File: src/rtl/src_pkg.sv
// Shared definitions for the SRC register-select/encode stage: IR field
// positions, register-file geometry and the immediate sign-extension helper.
package src_pkg;

  localparam int NUM_REGS  = 16;
  localparam int REG_SEL_W = 4;
  localparam int DATA_W    = 32;

  // Most-significant bit of each IR field; register fields are REG_SEL_W wide
  localparam int RA_MSB = 26;
  localparam int RB_MSB = 22;
  localparam int RC_MSB = 18;
  localparam int C_MSB  = 18;

  // Immediate C occupies IR[C_MSB:0] and is sign-extended to the full data width
  function automatic logic [DATA_W-1:0] sign_ext_c(input logic [DATA_W-1:0] ir);
    return {{(DATA_W-1-C_MSB){ir[C_MSB]}}, ir[C_MSB:0]};
  endfunction

endpackage

File: src/rtl/sel_enc_if.sv
// Bus between the control sequencer/register file and the select/encode stage.
// The master side drives the Gr*/Rin/Rout/BAout strobes and the IR; the slave
// side returns the one-hot enables and the sign-extended immediate.
interface sel_enc_if;
  import src_pkg::*;

  logic                 Gra;
  logic                 Grb;
  logic                 Grc;
  logic                 Rin;
  logic                 Rout;
  logic                 BAout;
  logic [DATA_W-1:0]    IR;
  logic [NUM_REGS-1:0]  Rins;
  logic [NUM_REGS-1:0]  Routs;
  logic [DATA_W-1:0]    C_sign_ext;

  modport master (
    output Gra, Grb, Grc, Rin, Rout, BAout, IR,
    input  Rins, Routs, C_sign_ext
  );

  modport slave (
    input  Gra, Grb, Grc, Rin, Rout, BAout, IR,
    output Rins, Routs, C_sign_ext
  );

endinterface

File: src/rtl/dec4to16.sv
// Combinational 4-to-16 one-hot decoder; exactly one output bit is always set.
module dec4to16
  import src_pkg::*;
(
  input  logic [REG_SEL_W-1:0] sel,
  output logic [NUM_REGS-1:0]  dec
);

  // Shift a single one into the position named by sel
  always_comb begin
    dec = NUM_REGS'(1) << sel;
  end

endmodule

File: src/rtl/sel_enc.sv
// Register-select/encode stage: ORs the IR register fields chosen by Gr*,
// decodes the result to one-hot write/read enables for the 16-entry register
// file, and sign-extends immediate C. All outputs are registered.
module sel_enc
  import src_pkg::*;
(
  input  logic     clk,
  input  logic     reset_n,
  sel_enc_if.slave bus
);

  logic [REG_SEL_W-1:0] sel;
  logic [NUM_REGS-1:0]  dec;
  logic                 out_en;
  logic                 unused_ir;

  // IR[31:27] carries the opcode, which this stage does not look at
  assign unused_ir = ^bus.IR[DATA_W-1:RA_MSB+1];

  // Fields are ORed without priority; with no Gr* strobe the select falls to R0
  always_comb begin
    sel = ({REG_SEL_W{bus.Gra}} & bus.IR[RA_MSB -: REG_SEL_W])
        | ({REG_SEL_W{bus.Grb}} & bus.IR[RB_MSB -: REG_SEL_W])
        | ({REG_SEL_W{bus.Grc}} & bus.IR[RC_MSB -: REG_SEL_W]);
    out_en = bus.Rout | bus.BAout;
  end

  dec4to16 u_dec (
    .sel (sel),
    .dec (dec)
  );

  // Register the gated enables and the extended immediate; reset clears all
  always_ff @(posedge clk or negedge reset_n) begin
    if (!reset_n) begin
      bus.Rins       <= '0;
      bus.Routs      <= '0;
      bus.C_sign_ext <= '0;
    end else begin
      bus.Rins       <= bus.Rin ? dec : '0;
      bus.Routs      <= out_en  ? dec : '0;
      bus.C_sign_ext <= sign_ext_c(bus.IR);
    end
  end

endmodule

File: src/flat_wrapper.sv
// flat-port wrapper written by rule: the top's interface ports become plain ports
module sel_enc_flat import src_pkg::*;
  (clk, reset_n, bus_Gra, bus_Grb, bus_Grc, bus_Rin, bus_Rout, bus_BAout, bus_IR, bus_Rins, bus_Routs, bus_C_sign_ext);
  sel_enc_if bus_i ();
  input  logic clk;
  input  logic reset_n;
  input wire logic [$bits(bus_i.Gra)-1:0] bus_Gra;
  input wire logic [$bits(bus_i.Grb)-1:0] bus_Grb;
  input wire logic [$bits(bus_i.Grc)-1:0] bus_Grc;
  input wire logic [$bits(bus_i.Rin)-1:0] bus_Rin;
  input wire logic [$bits(bus_i.Rout)-1:0] bus_Rout;
  input wire logic [$bits(bus_i.BAout)-1:0] bus_BAout;
  input wire logic [$bits(bus_i.IR)-1:0] bus_IR;
  output wire logic [$bits(bus_i.Rins)-1:0] bus_Rins;
  output wire logic [$bits(bus_i.Routs)-1:0] bus_Routs;
  output wire logic [$bits(bus_i.C_sign_ext)-1:0] bus_C_sign_ext;
  assign bus_i.Gra = bus_Gra;
  assign bus_i.Grb = bus_Grb;
  assign bus_i.Grc = bus_Grc;
  assign bus_i.Rin = bus_Rin;
  assign bus_i.Rout = bus_Rout;
  assign bus_i.BAout = bus_BAout;
  assign bus_i.IR = bus_IR;
  assign bus_Rins = bus_i.Rins;
  assign bus_Routs = bus_i.Routs;
  assign bus_C_sign_ext = bus_i.C_sign_ext;
  sel_enc u_core (.clk(clk), .reset_n(reset_n), .bus(bus_i));
endmodule
File: config.mk
export PLATFORM = sky130hd
export DESIGN_NAME = sel_enc_flat
export DESIGN_NICKNAME = d
export VERILOG_FILES = /design/src/rtl/src_pkg.sv /design/src/rtl/sel_enc_if.sv /design/src/rtl/dec4to16.sv /design/src/rtl/sel_enc.sv /design/src/flat_wrapper.sv
export SDC_FILE = /design/constraint.sdc
export NUM_CORES = 1
export LEC_CHECK = 0
export ABC_AREA = 0
export BUFFER_PORTS_ARGS = -buffer_cell sky130_fd_sc_hd__buf_4
export CORE_AREA = 2 2 59 84
export DETAILED_ROUTE_END_ITERATION = 6
export DIE_AREA = 0 0 61 86
export GPL_TIMING_DRIVEN = 0
export PLACE_DENSITY = 0.84
export SLEW_MARGIN = 20
export SYNTH_ARGS = -nofsm -noshare
export SYNTH_HDL_FRONTEND = slang
export SYNTH_SLANG_ARGS = --single-unit
File: constraint.sdc
create_clock -name clk -period 0.8 [get_ports clk]
set_input_delay 0 -clock clk [delete_from_list [all_inputs] [get_ports clk]]
set_output_delay 0 -clock clk [all_outputs]
set_load 0.02 [all_outputs]
Word level (Yosys, flattened, before mapping)
Cells that the tools add are included.
Storage, ports and cells
  register bits after elaboration: 51
  input port bits: 40
  logic and storage cells: 12
Cells by class
  shift-type cells: 1
  muxes and demuxes: 2
  bitwise operators: 6
Operators with widths (count)
  2-to-1 mux 16 bit: 2
  << shifter 1 x 4 -> 16 bit (first input constant): 1
  bitwise AND 4 bit: 3
  bitwise OR 4 bit: 2
  bitwise OR 1 bit: 1

Logic depth before layout (Yosys ltp)
Gate-level depths: netlist (run 1).
  depth after elaboration: 5
  mapped depth: 4

Hierarchy
From an unflattened synthesis (run 1), not the netlist that was laid out.
Second synthesis, totals
  cells, all modules: 127
  area total of the unflattened synthesis: 1883.1 um^2
By module, submodules not included
  sel_enc: times used 1, cells each 107, area each 1656.6 um^2, sequential area each 1276.2 um^2
  dec4to16: times used 1, cells each 20, area each 226.5 um^2, sequential area each 0.0 um^2

Least setup slack after synthesis (run 1)
No wires, ideal clock.
  path kind: input-to-reg
  start: in bus_IR[15]
  end: reg u_core.bus.Routs[10]
  data arrival time: 1132 ps
  required time: 723 ps
  setup slack: -409 ps
  stages on the path: 3
  buffers on the path: 0
  cell sequence: a222oi_1 -> or3b_1 -> nor2_1
On the way
  longest elaborated chain between the ends: 4
RTL lines
  start: declaration: RTL line flat_wrapper.sv:13  | input wire logic [$bits(bus_i.IR)-1:0] bus_IR;
  bitwise AND 4 bit: RTL line sel_enc.sv:24  | | ({REG_SEL_W{bus.Grc}} & bus.IR[RC_MSB -: REG_SEL_W]);
  bitwise OR 4 bit: RTL line sel_enc.sv:24
  << shifter 1 x 4 -> 16 bit: RTL line dec4to16.sv:11  | dec = NUM_REGS'(1) << sel;
  2-to-1 mux 16 bit: RTL line sel_enc.sv:41  | bus.Routs <= out_en ? dec : '0;
  end signal: assignment: RTL line sel_enc.sv:41
  end: declaration: RTL line sel_enc_if.sv:25  | output Rins, Routs, C_sign_ext
No other way between the ends.

Final worst setup path (run 1)
  start: reg u_core.bus.C_sign_ext[18] (netlist name)
  end: out bus_C_sign_ext[31]
RTL lines
  end: declaration: RTL line flat_wrapper.sv:16  | output wire logic [$bits(bus_i.C_sign_ext)-1:0] bus_C_sign_ext;
No word-level cell between the ends.

==> Implementation_results.wiki, run 1 <==
{| class="wikitable"
! Metric !! Value
|-
| CP top delay family || flip-flops
|-
| Max Fanout on Critical Path || 7
|-
| Violation count after the first detailed-routing iteration || 35
|-
| Startpoint type of the worst setup path || flop
|-
| Post-synthesis cell area || about 1600 um^2
|-
| Vias post-DR || between 1000 and 1500
|-
| # setup viols final || 77
|-
| Depth of the CTS H-tree || 2
|-
| TritonRoute pass-1 iters || 4
|-
| Worst EP arrival || 1110 ps
|-
| Final critical-path required period || about 1100 ps
|-
| Number of buffers created by CTS || 5
|-
| Synth area leader || sky130_fd_sc_hd__dfrtp_1
|-
| Maximum number of pins on one net before global-route repair || 52
|-
| Relative slew margins || 63.4%
|-
| Via count of the first global-routing pass || 1565
|-
| Worst hold path class || primary input to flop
|-
| Highest Clock Rate || 0.903 GHz
|-
| Worst path slowest cell || sky130_fd_sc_hd__dfrtp_2
|-
| Worst setup path class || flop to primary output
|-
| Most common flop cell mapped by yosys || sky130_fd_sc_hd__dfrtp_1
|-
| Most Frequent Cell on Critical Path || sky130_fd_sc_hd__buf_6
|-
| Final global-route overflow total || 0
|-
| Number of buffer cells added on primary ports || 98
|-
| Tot Pwr || 5.71 mW
|-
| Clock transition at the registers of the reported paths || 90 ps
|-
| Violated checks || setup timing
|-
| Average size of a mapped cell || 14.4 um^2
|-
| Final worst setup slack || -307 ps
|-
| Number of cell rows || 29
|-
| Final number of hold-violating endpoints || 0
|-
| Drt via density || approximately 4.4
|-
| Area share of the largest cell type after synthesis || 78.7%
|-
| Average wire length per cell after detail routing || 16.5 um
|-
| Die outline area || between 5000 and 6000 um^2
|-
| Final worst-path cycle share || 138%
|-
| Placeable core region || 4460 um^2
|-
| Slew at the pin closest to its max-slew limit || roughly 550 ps
|-
| Count of cell types in the netlist || 13
|-
| Delay of the slowest cell on the worst path || 430 ps
|-
| Die Y || 86 um
|-
| Critical path required time || 800 ps
|-
| Detailed placer's ending HPWL || 2870 um
|-
| Sum of routed wire length over all layers || between 5000 and 6000 um
|-
| WP buf/inv || 3
|-
| Finished Cell Area || 3260 um^2
|-
| Number of antenna-violating nets in the routed design || 0
|-
| Proportion of register bits with asynchronous set or reset after synthesis || between 90% and 100%
|-
| Cell-by-cell listing of the critical path || buf_6, buf_6, buf_6
|-
| Number of max-slew violations in the final report || 0
|-
| Synth Net Count || 153
|-
| Effective utilization at floorplan || a little over a third
|-
| CTS tree || done
|-
| Die span in x || 61 um
|-
| EDFF count, synth || 0
|-
| Wire length of the first global-routing pass || 7780 um
|-
| Post-placement setup slack || -989 ps
|-
| Cell area after placement || 2440 um^2
|-
| Layout Nets || 290
|-
| Count leader, synth || sky130_fd_sc_hd__dfrtp_1
|-
| Sequential-to-total area share from yosys stat || 78.7%
|-
| Largest vdd supply drop || 1420 uV
|-
| Area contributors post-synth || sky130_fd_sc_hd__dfrtp_1, sky130_fd_sc_hd__nor2_1, sky130_fd_sc_hd__buf_4
|-
| Total DRC errors in the routed layout || 0
|-
| Worst-case clock buffer depth || 2
|-
| Power per cell area || 1750 nW/um^2
|-
| Number of register bits inferred by synthesis || 51
|-
| Number of max-capacitance violations reported || 0
|-
| I/O pin total || 104
|-
| Cell types with the highest counts after synthesis || sky130_fd_sc_hd__dfrtp_1, sky130_fd_sc_hd__nor2_1, sky130_fd_sc_hd__buf_4, sky130_fd_sc_hd__a222oi_1
|-
| Antenna violations before repair || 0
|-
| Clk root buf || sky130_fd_sc_hd__clkbuf_8
|-
| Number of antenna diodes || 0
|-
| Gate count of the mapped netlist || 113
|-
| Status || finished, violations left
|-
| Total routing usage reported by global routing || 21.0%
|-
| Cell leakage power || 1.61 nW
|-
| Unrepaired setup endpoints after global routing || yes
|-
| Area growth from synthesis to final layout || 101%
|-
| Ys Warns || 0
|-
| Critical Path Sink Type || primary output
|-
| Clock Sink Count || 51
|-
| Share of cells above drive strength 1 || 60.6%
|-
| Final GP Congestion || 0.690
|}
[layer usage]
| layer | vias up | track usage [%] | share of wire, % | wire (um) |
|---|---|---|---|---|
| li1 | 630 | - | - | - |
| met1 | 672 | 24.1 | 37 | 1890 |
| met2 | 71 | 37.9 | 56 | 2880 |
| met3 | 5 | 5.28 | 6.6 | 339 |
| met4 | 0 | 4.94 | 0.82 | 42 |
| met5 | - | 0 | 0 | 0 |
[registers in the layout (all words and copies together), names as in the netlist]
name	cells
u_core.bus.C_sign_ext	19
u_core.bus.Routs	16
u_core.bus.Rins	16
[metrics by stage]
step	hold WS [ps]	std cells	setup TNS (ps)	util, %
finish	44.0	313	-6070	73.1
global route	51.8	313	-9080	73.1
CTS	58.7	312	-5640	71.9
detailed placement	55.3	273	-27770	54.6
global placement	42.3	273	-26710	54.6
floorplan	-296	113	-8760	-
[final cells by class]
class	count	area [um^2]
timing repair buffer	131	1340
clock buffer	5	68.8
clock inverter	3	46.3
tap	62	77.6
sequential	51	1280
multi-input combinational	48	310
fill	299	1200
buffer	13	146
[power by group]
group,switching (mW),total (mW),internal [mW]
registers,0.0501,2.72,2.67
logic,0.538,1.18,0.645
clock network,0.862,1.80,0.942
total,1.45,5.71,4.26
[worst paths after layout]
check	start	endpoint	slack, ps	depth (start not counted)
setup / recovery	u_core.bus.C_sign_ext[18]	bus_C_sign_ext[31]	-310	3
hold / removal	bus_Rin	u_core.bus.Rins[14]	40	3
min in group asynchronous	reset_n	u_core.bus.C_sign_ext[12]	190	2
max in group asynchronous	reset_n	u_core.bus.C_sign_ext[18]	270	2
[placed cells by master, fill, tap and decap left out]
cell type                       synthesis  routed
sky130_fd_sc_hd__clkinvlp_4             0       1
sky130_fd_sc_hd__nor2_1                32      22
sky130_fd_sc_hd__nor2_2                 0      10
sky130_fd_sc_hd__a222oi_1               4       4
sky130_fd_sc_hd__buf_12                 0       1
sky130_fd_sc_hd__dfrtp_2                0       1
sky130_fd_sc_hd__dfrtp_1               51      50
sky130_fd_sc_hd__nand2b_4               0       1
sky130_fd_sc_hd__nand3b_1               3       3
sky130_fd_sc_hd__nand2_2                0       1
sky130_fd_sc_hd__or3_4                  0       1
sky130_fd_sc_hd__o21ai_2                0       1
sky130_fd_sc_hd__inv_6                  0       1
sky130_fd_sc_hd__dlygate4sd3_1          0      20
sky130_fd_sc_hd__nand3_2                0       1
sky130_fd_sc_hd__buf_6                  0      86
sky130_fd_sc_hd__buf_8                  0       2
sky130_fd_sc_hd__or3b_4                 0       3
sky130_fd_sc_hd__buf_4                 13      35
sky130_fd_sc_hd__bufinv_16              0       1
sky130_fd_sc_hd__o21bai_4               0       1
sky130_fd_sc_hd__clkbuf_8               0       5
[kinds of logic (layout without fill, tap and decap cells)]
logic type / after synthesis / in the layout / share of synthesized area, %
flip-flops: 51 / 51 / 78.7
AND/OR/NAND/NOR: 42 / 42 / 11.8
buffers and inverters: 14 / 152 / 6.25
AO/OA/AOI/OAI: 6 / 6 / 3.24
[what timing repair did]
action                                 CTS  global route
pin swaps                               12             6
setup endpoints to repair               96            92
endpoints found under the hold margin   70             0
cloned                                   0             0
hold buffers                            20             0
buffers inserted                        12             1
resized for setup                       99            14
Note: power is estimated with default switching activity, not from simulation.
==> run 2: changes to the inputs <==
CORE_AREA = 2 2 55 77   (was 2 2 59 84)
DIE_AREA = 0 0 57 79   (was 0 0 61 86)
PLACE_DENSITY = 0.91   (was 0.84)
clock period = 1.4 ns   (was 0.8 ns; I/O delays follow)
==> run 2 against run 1 <==
Net effect:
- the flow now finishes without violations
- critical path depth shrank 1
- via count is 2.3% lower
- die area shrank 14%
- clock power shrank 43%
- sequential share of layout area rose by 6.9 points
- critical path type unchanged
- critical endpoint is now bus_C_sign_ext[27]
==> Implementation_results.wiki, run 2 (synthesized netlist as in run 1, its figures left out) <==
{| class="wikitable"
! Metric !! Value
|-
| Final number of hold-violating endpoints || 0
|-
| Number of max-slew violations in the final report || 0
|-
| Top flop regs || u_core.bus.C_sign_ext (19), u_core.bus.Rins (16), u_core.bus.Routs (16)
|-
| Drt via density || 4.67
|-
| Max Fanout on Critical Path || 14
|-
| Final worst-path cycle share || between 80 and 90%
|-
| Vias post-DR || 1346
|-
| Post-route non-filler standard cell count || 288
|-
| Unrepaired setup endpoints after global routing || no
|-
| Die Y || 79 um
|-
| Number of buffers created by CTS || 5
|-
| Number of antenna diodes || 0
|-
| Number of placed instances with taps included || 254
|-
| Number of flip-flops in the largest register || 19
|-
| Number of antenna-violating nets in the routed design || 0
|-
| Clock transition at the registers of the reported paths || 90 ps
|-
| Worst-case clock buffer depth || 2
|-
| Top register by number of flip-flops || u_core.bus.C_sign_ext
|-
| CTS tree || done
|-
| Effective utilization at floorplan || a little over two fifths
|-
| TritonRoute pass-1 iters || 5
|-
| Status || completed
|-
| Die span in x || 57 um
|-
| I/O pin total || approximately 100
|-
| Layout Nets || 284
|-
| Worst hold path class || primary input to flop
|-
| Most frequent cells in the layout || sky130_fd_sc_hd__buf_4, sky130_fd_sc_hd__dfrtp_1, sky130_fd_sc_hd__nor2_1
|-
| Final global-route overflow total || 0
|-
| Share of cells above drive strength 1 || 51.4%
|-
| Critical Path Sink Type || primary output
|-
| Number of gates resized after cts || 0
|-
| Average wire length per cell after detail routing || 16.4 um
|-
| Post-placement setup slack || -335 ps
|-
| Number of cell rows || 27
|-
| Number of max-capacitance violations reported || 0
|-
| Total DRC errors in the routed layout || 0
|-
| Violation count after the first detailed-routing iteration || 24
|-
| Final setup TNS || 0 ps
|-
| Number of buffer cells added on primary ports || 98
|-
| Startpoint type of the worst setup path || flop
|-
| Depth of the CTS H-tree || 2
|-
| Post-route core utilization || 72.0%
|-
| # setup viols final || 0
|-
| Worst setup path class || flop to primary output
|-
| Count of fill cells added during filler insertion || 266
|-
| Clk root buf || sky130_fd_sc_hd__clkbuf_8
|-
| Worst hold margin || 190 ps
|-
| Antenna violations before repair || 0
|-
| Relative slew margins || 46.8%
|-
| Worst EP arrival || 1200 ps
|-
| Worst hold path startpoint || bus_Rin
|-
| Sink of the worst hold path || u_core.bus.Rins[3]
|-
| Largest vdd supply drop || 794 uV
|-
| Final critical-path required period || 1200 ps
|-
| Slew at the pin closest to its max-slew limit || 797 ps
|-
| Via count of the first global-routing pass || 1342
|-
| Leading cell type in the layout, fill and taps excluded || sky130_fd_sc_hd__buf_4
|-
| Total routing usage reported by global routing || a little over a fifth
|-
| Maximum number of pins on one net before global-route repair || 52
|-
| Final worst setup slack || 204 ps
|-
| Sum of routed wire length over all layers || 4710 um
|-
| Placeable core region || 3850 um^2
|-
| Die outline area || 4500 um^2
|-
| Wire length of the first global-routing pass || 7050 um
|-
| Area growth from synthesis to final layout || 70.9%
|-
| Detailed placer's ending HPWL || approximately 3100 um
|-
| Critical path required time || 1400 ps
|-
| Final GP Congestion || 0.681
|-
| Cell leakage power || 1.46 nW
|-
| Instance count along the most critical hold path || 3
|-
| Power per cell area || 1120 nW/um^2
|-
| Clock Sink Count || 51
|-
| Highest Clock Rate || 0.836 GHz
|}
-- run 2: cell count changes in the layout (fill, tap and decap cells not counted), moves of 2 or more --
| cell | before | now |
|---|---|---|
| sky130_fd_sc_hd__buf_6 | 86 | 0 |
| sky130_fd_sc_hd__buf_4 | 35 | 117 |
| sky130_fd_sc_hd__nor2_1 | 22 | 32 |
| sky130_fd_sc_hd__nor2_2 | 10 | 0 |
| sky130_fd_sc_hd__or3b_1 | 0 | 3 |
| sky130_fd_sc_hd__or3b_4 | 3 | 0 |
| sky130_fd_sc_hd__buf_8 | 2 | 0 |
-- run 2: through the flow --
step	power [mW]	cell area, um^2
final	3.09	2770
after global placement	2.02	2410
after CTS	3.10	2760
after detailed placement	2.04	2410
after global routing	3.21	2770
after floorplan	1.77	1620
-- run 2: worst max path at each step --
| stage | from | end | slack, ps | cells after the start |
|---|---|---|---|---|
| floorplan | bus_IR[15] | u_core.bus.Routs[10] | 190 | 3 |
| global placement | bus_IR[15] | u_core.bus.Routs[10] | -300 | 4 |
| detailed placement | bus_Grc | u_core.bus.Routs[14] | -330 | 4 |
| CTS | bus_Gra | u_core.bus.Rins[9] | 6 | 4 |
| global route | u_core.bus.C_sign_ext[18] | bus_C_sign_ext[19] | 130 | 2 |
| finish | u_core.bus.C_sign_ext[18] | bus_C_sign_ext[27] | 200 | 2 |
-- run 2: critical path, cell delays in order (launching register included) --
cell                      delay, ps
sky130_fd_sc_hd__dfrtp_1        590
sky130_fd_sc_hd__buf_4          190
sky130_fd_sc_hd__buf_4          130
-- run 2: metal layers --
layer  part of all wire (%)  track usage [%]
met5                      0                0
met1                     35             23.8
met3                    9.7             5.70
met2                     53             39.0
met4                    1.8             8.14
-- run 2: timing repair --
item / CTS / global route
hold buffers: 20 / 0
setup endpoints to repair: 8 / 11
pin swaps: 3 / 1
hold endpoints to repair: 70 / 0
buffers inserted: 5 / 1
gates cloned: 0 / 0
-- run 2: area by class of cell --
class                   instances  area, um^2  area share, %
flip-flops and latches         51        1280           46.0
repair buffers                124         981           35.4
multi-input cells              48         244           8.80
plain buffers                  14         101           3.66
clock buffers                   5        68.8           2.48
well taps                      43        53.8           1.94
clock inverters                 3        46.3           1.67
-- run 2: report_power, final --
group / internal (mW) / switching [mW]
Combinational: 0.257 / 0.270
Sequential: 1.53 / 0.0239
Clock: 0.538 / 0.478
Total: 2.32 / 0.771
==> run 3: changes to the inputs <==
CORE_AREA = 3 3 56 78   (was 2 2 55 77)
DIE_AREA = 0 0 59 81   (was 0 0 57 79)
SKIP_LAST_GASP = 1   (was not set)
==> run 3 against run 2 <==
Net effect:
- via count fell by 0.37%
- clock power fell by 14%
- combinational power increased by 2%
- critical path depth is 4 higher
- count of clock-buffer cells in the layout rose by 1
- sequential share of layout area unchanged
- largest power group unchanged
- cell area unchanged
- core utilization is 2.8 points higher
- worst setup slack lost 160 ps
- sequential power barely moved
- routed wire length grew 0.66%
- highest routed layer unchanged
==> Implementation_results.wiki, run 3 (synthesized netlist as in run 1, its figures left out) <==
{| class="wikitable"
! Metric !! Value
|-
| Effective utilization at floorplan || 43.7%
|-
| Layout Nets || 285
|-
| I/O pin total || 104
|-
| Largest vdd supply drop || 1080 uV
|-
| Number of buffers created by CTS || 5
|-
| Final worst-path cycle share || 96.9%
|-
| Leading cell type in the layout, fill and taps excluded || sky130_fd_sc_hd__buf_4
|-
| Worst-case clock buffer depth || 2
|-
| Area growth from synthesis to final layout || 70.9%
|-
| Highest Clock Rate || roughly 0.74 GHz
|-
| Status || completed
|-
| Total routing usage reported by global routing || between 20% and 30%
|-
| Number of buffer cells added on primary ports || 98
|-
| Worst EP arrival || about 1600 ps
|-
| Post-placement setup slack || -363 ps
|-
| Total DRC errors in the routed layout || 0
|-
| Violation count after the first detailed-routing iteration || between 40 and 50
|-
| Worst setup path class || primary input to flop
|-
| Tot Pwr || 2.96 mW
|-
| # setup viols final || 0
|-
| Maximum number of pins on one net before global-route repair || 52
|-
| Final GP Congestion || roughly 0.67
|-
| Worst hold path class || primary input to flop
|-
| Depth of the CTS H-tree || 2
|-
| CTS tree || done
|-
| Via count of the first global-routing pass || approximately 1400
|-
| Top flop regs || u_core.bus.C_sign_ext (19), u_core.bus.Rins (16), u_core.bus.Routs (16)
|-
| Antenna violations before repair || 0
|-
| Top register by number of flip-flops || u_core.bus.C_sign_ext
|-
| Die span in x || a little under 60 um
|-
| Worst hold margin || 176 ps
|-
| Number of flip-flops in the largest register || 19
|-
| Final critical-path required period || 1360 ps
|-
| Finished Cell Area || 2770 um^2
|-
| Cell area after placement || 2410 um^2
|-
| Final worst setup slack || 43.9 ps
|-
| Critical Path Sink Type || flop
|-
| Clock transition at the registers of the reported paths || 90 ps
|-
| Vias post-DR || 1341
|-
| Number of placed instances with taps included || around 250
|-
| Final number of hold-violating endpoints || 0
|-
| Clk root buf || sky130_fd_sc_hd__clkbuf_8
|-
| Die Y || 81 um
|-
| Slew at the pin closest to its max-slew limit || 735 ps
|-
| Detailed placer's ending HPWL || 2940 um
|-
| Most frequent cells in the layout || sky130_fd_sc_hd__buf_4, sky130_fd_sc_hd__dfrtp_1, sky130_fd_sc_hd__nor2_1
|-
| Cell leakage power || ~1.5 nW
|-
| Post-route core utilization || about three quarters
|-
| Unrepaired setup endpoints after global routing || yes
|-
| Sum of routed wire length over all layers || 4740 um
|-
| Relative slew margins || 50.9%
|-
| Critical path required time || 1630 ps
|-
| Number of max-capacitance violations reported || 0
|-
| Placeable core region || ~3700 um^2
|-
| Number of antenna-violating nets in the routed design || 0
|-
| Number of cell rows || 26
|-
| Capture point of the critical path || u_core.bus.Routs[11]
|-
| Die outline area || 4780 um^2
|-
| Final global-route overflow total || 0
|-
| Start point of the critical path || bus_IR[18]
|-
| Number of max-slew violations in the final report || 0
|-
| Power per cell area || around 1100 nW/um^2
|-
| Final setup TNS || 0 ps
|-
| Average wire length per cell after detail routing || about 16 um
|-
| Startpoint type of the worst setup path || primary input
|-
| Number of antenna diodes || 0
|-
| Post-route non-filler standard cell count || 288
|-
| Wire length of the first global-routing pass || 6990 um
|-
| Share of cells above drive strength 1 || a little over half
|-
| Clock Sink Count || slightly above 50
|-
| TritonRoute pass-1 iters || 4
|-
| Drt via density || 4.66
|-
| Max Fanout on Critical Path || 4
|}
-- run 3: cell count changes in the layout (fill, tap and decap cells not counted) --
| cell | before | now |
|---|---|---|
| sky130_fd_sc_hd__inv_6 | 1 | 0 |
| sky130_fd_sc_hd__clkbuf_8 | 5 | 6 |
| sky130_fd_sc_hd__nor2_1 | 32 | 29 |
| sky130_fd_sc_hd__nor2_2 | 0 | 3 |
| sky130_fd_sc_hd__or3b_1 | 3 | 2 |
| sky130_fd_sc_hd__clkinv_4 | 0 | 1 |
| sky130_fd_sc_hd__buf_4 | 117 | 118 |
| sky130_fd_sc_hd__or3b_4 | 0 | 1 |
| sky130_fd_sc_hd__bufinv_16 | 1 | 0 |
-- run 3: worst min-delay path by stage --
| stage | start | to | slack (ps) | depth (start not counted) |
|---|---|---|---|---|
| 3_5_place_dp | reset_n | u_core.bus.C_sign_ext[8] | 50 | 1 |
| 6_report | bus_Rout | u_core.bus.Routs[8] | 180 | 3 |
| 4_1_cts | bus_Rout | u_core.bus.Routs[8] | 160 | 3 |
| 3_3_place_gp | reset_n | u_core.bus.C_sign_ext[8] | 40 | 1 |
| 5_1_grt | bus_Rin | u_core.bus.Rins[11] | 210 | 3 |
| 2_1_floorplan | reset_n | u_core.bus.C_sign_ext[0] | -300 | 0 |
-- run 3: worst max-delay path, stage by stage --
cell and delay, ps:
sky130_fd_sc_hd__dlygate4sd3_1 550, sky130_fd_sc_hd__a222oi_1 70, sky130_fd_sc_hd__buf_4 170, sky130_fd_sc_hd__buf_4 140
sky130_fd_sc_hd__or3_2 530, sky130_fd_sc_hd__nor2_1 120
-- run 3: what timing repair did --
action / CTS / global route
pin swaps: 1 / 4
endpoints found under the hold margin: 70 / 0
gates resized for setup: 0 / 4
setup buffers: 2 / 6
hold buffers: 20 / 0
endpoints found under the setup margin: 4 / 19
-- run 3: per-layer routing --
metal	vias to the layer above	share of wire (%)	GRT usage (%)
met2	83	53	37.1
met3	8	11	6.36
li1	618	-	-
met5	-	0	0
met4	0	1.6	8.16
met1	632	35	22.1
-- run 3: cell type report --
class	instances	area (um^2)
plain buffers	14	101
clock buffers	6	82.6
clock inverters	2	16.3
fillers	242	937
multi-input cells	48	254
flip-flops and latches	51	1280
well taps	42	52.6
repair buffers	125	988
-- run 3: where the power goes --
group	internal (mW)	leakage [nW]	switching, mW
clock network	0.403	0.0474	0.476
registers	1.53	0.664	0.0235
logic	0.263	0.749	0.272
total	2.19	1.46	0.771
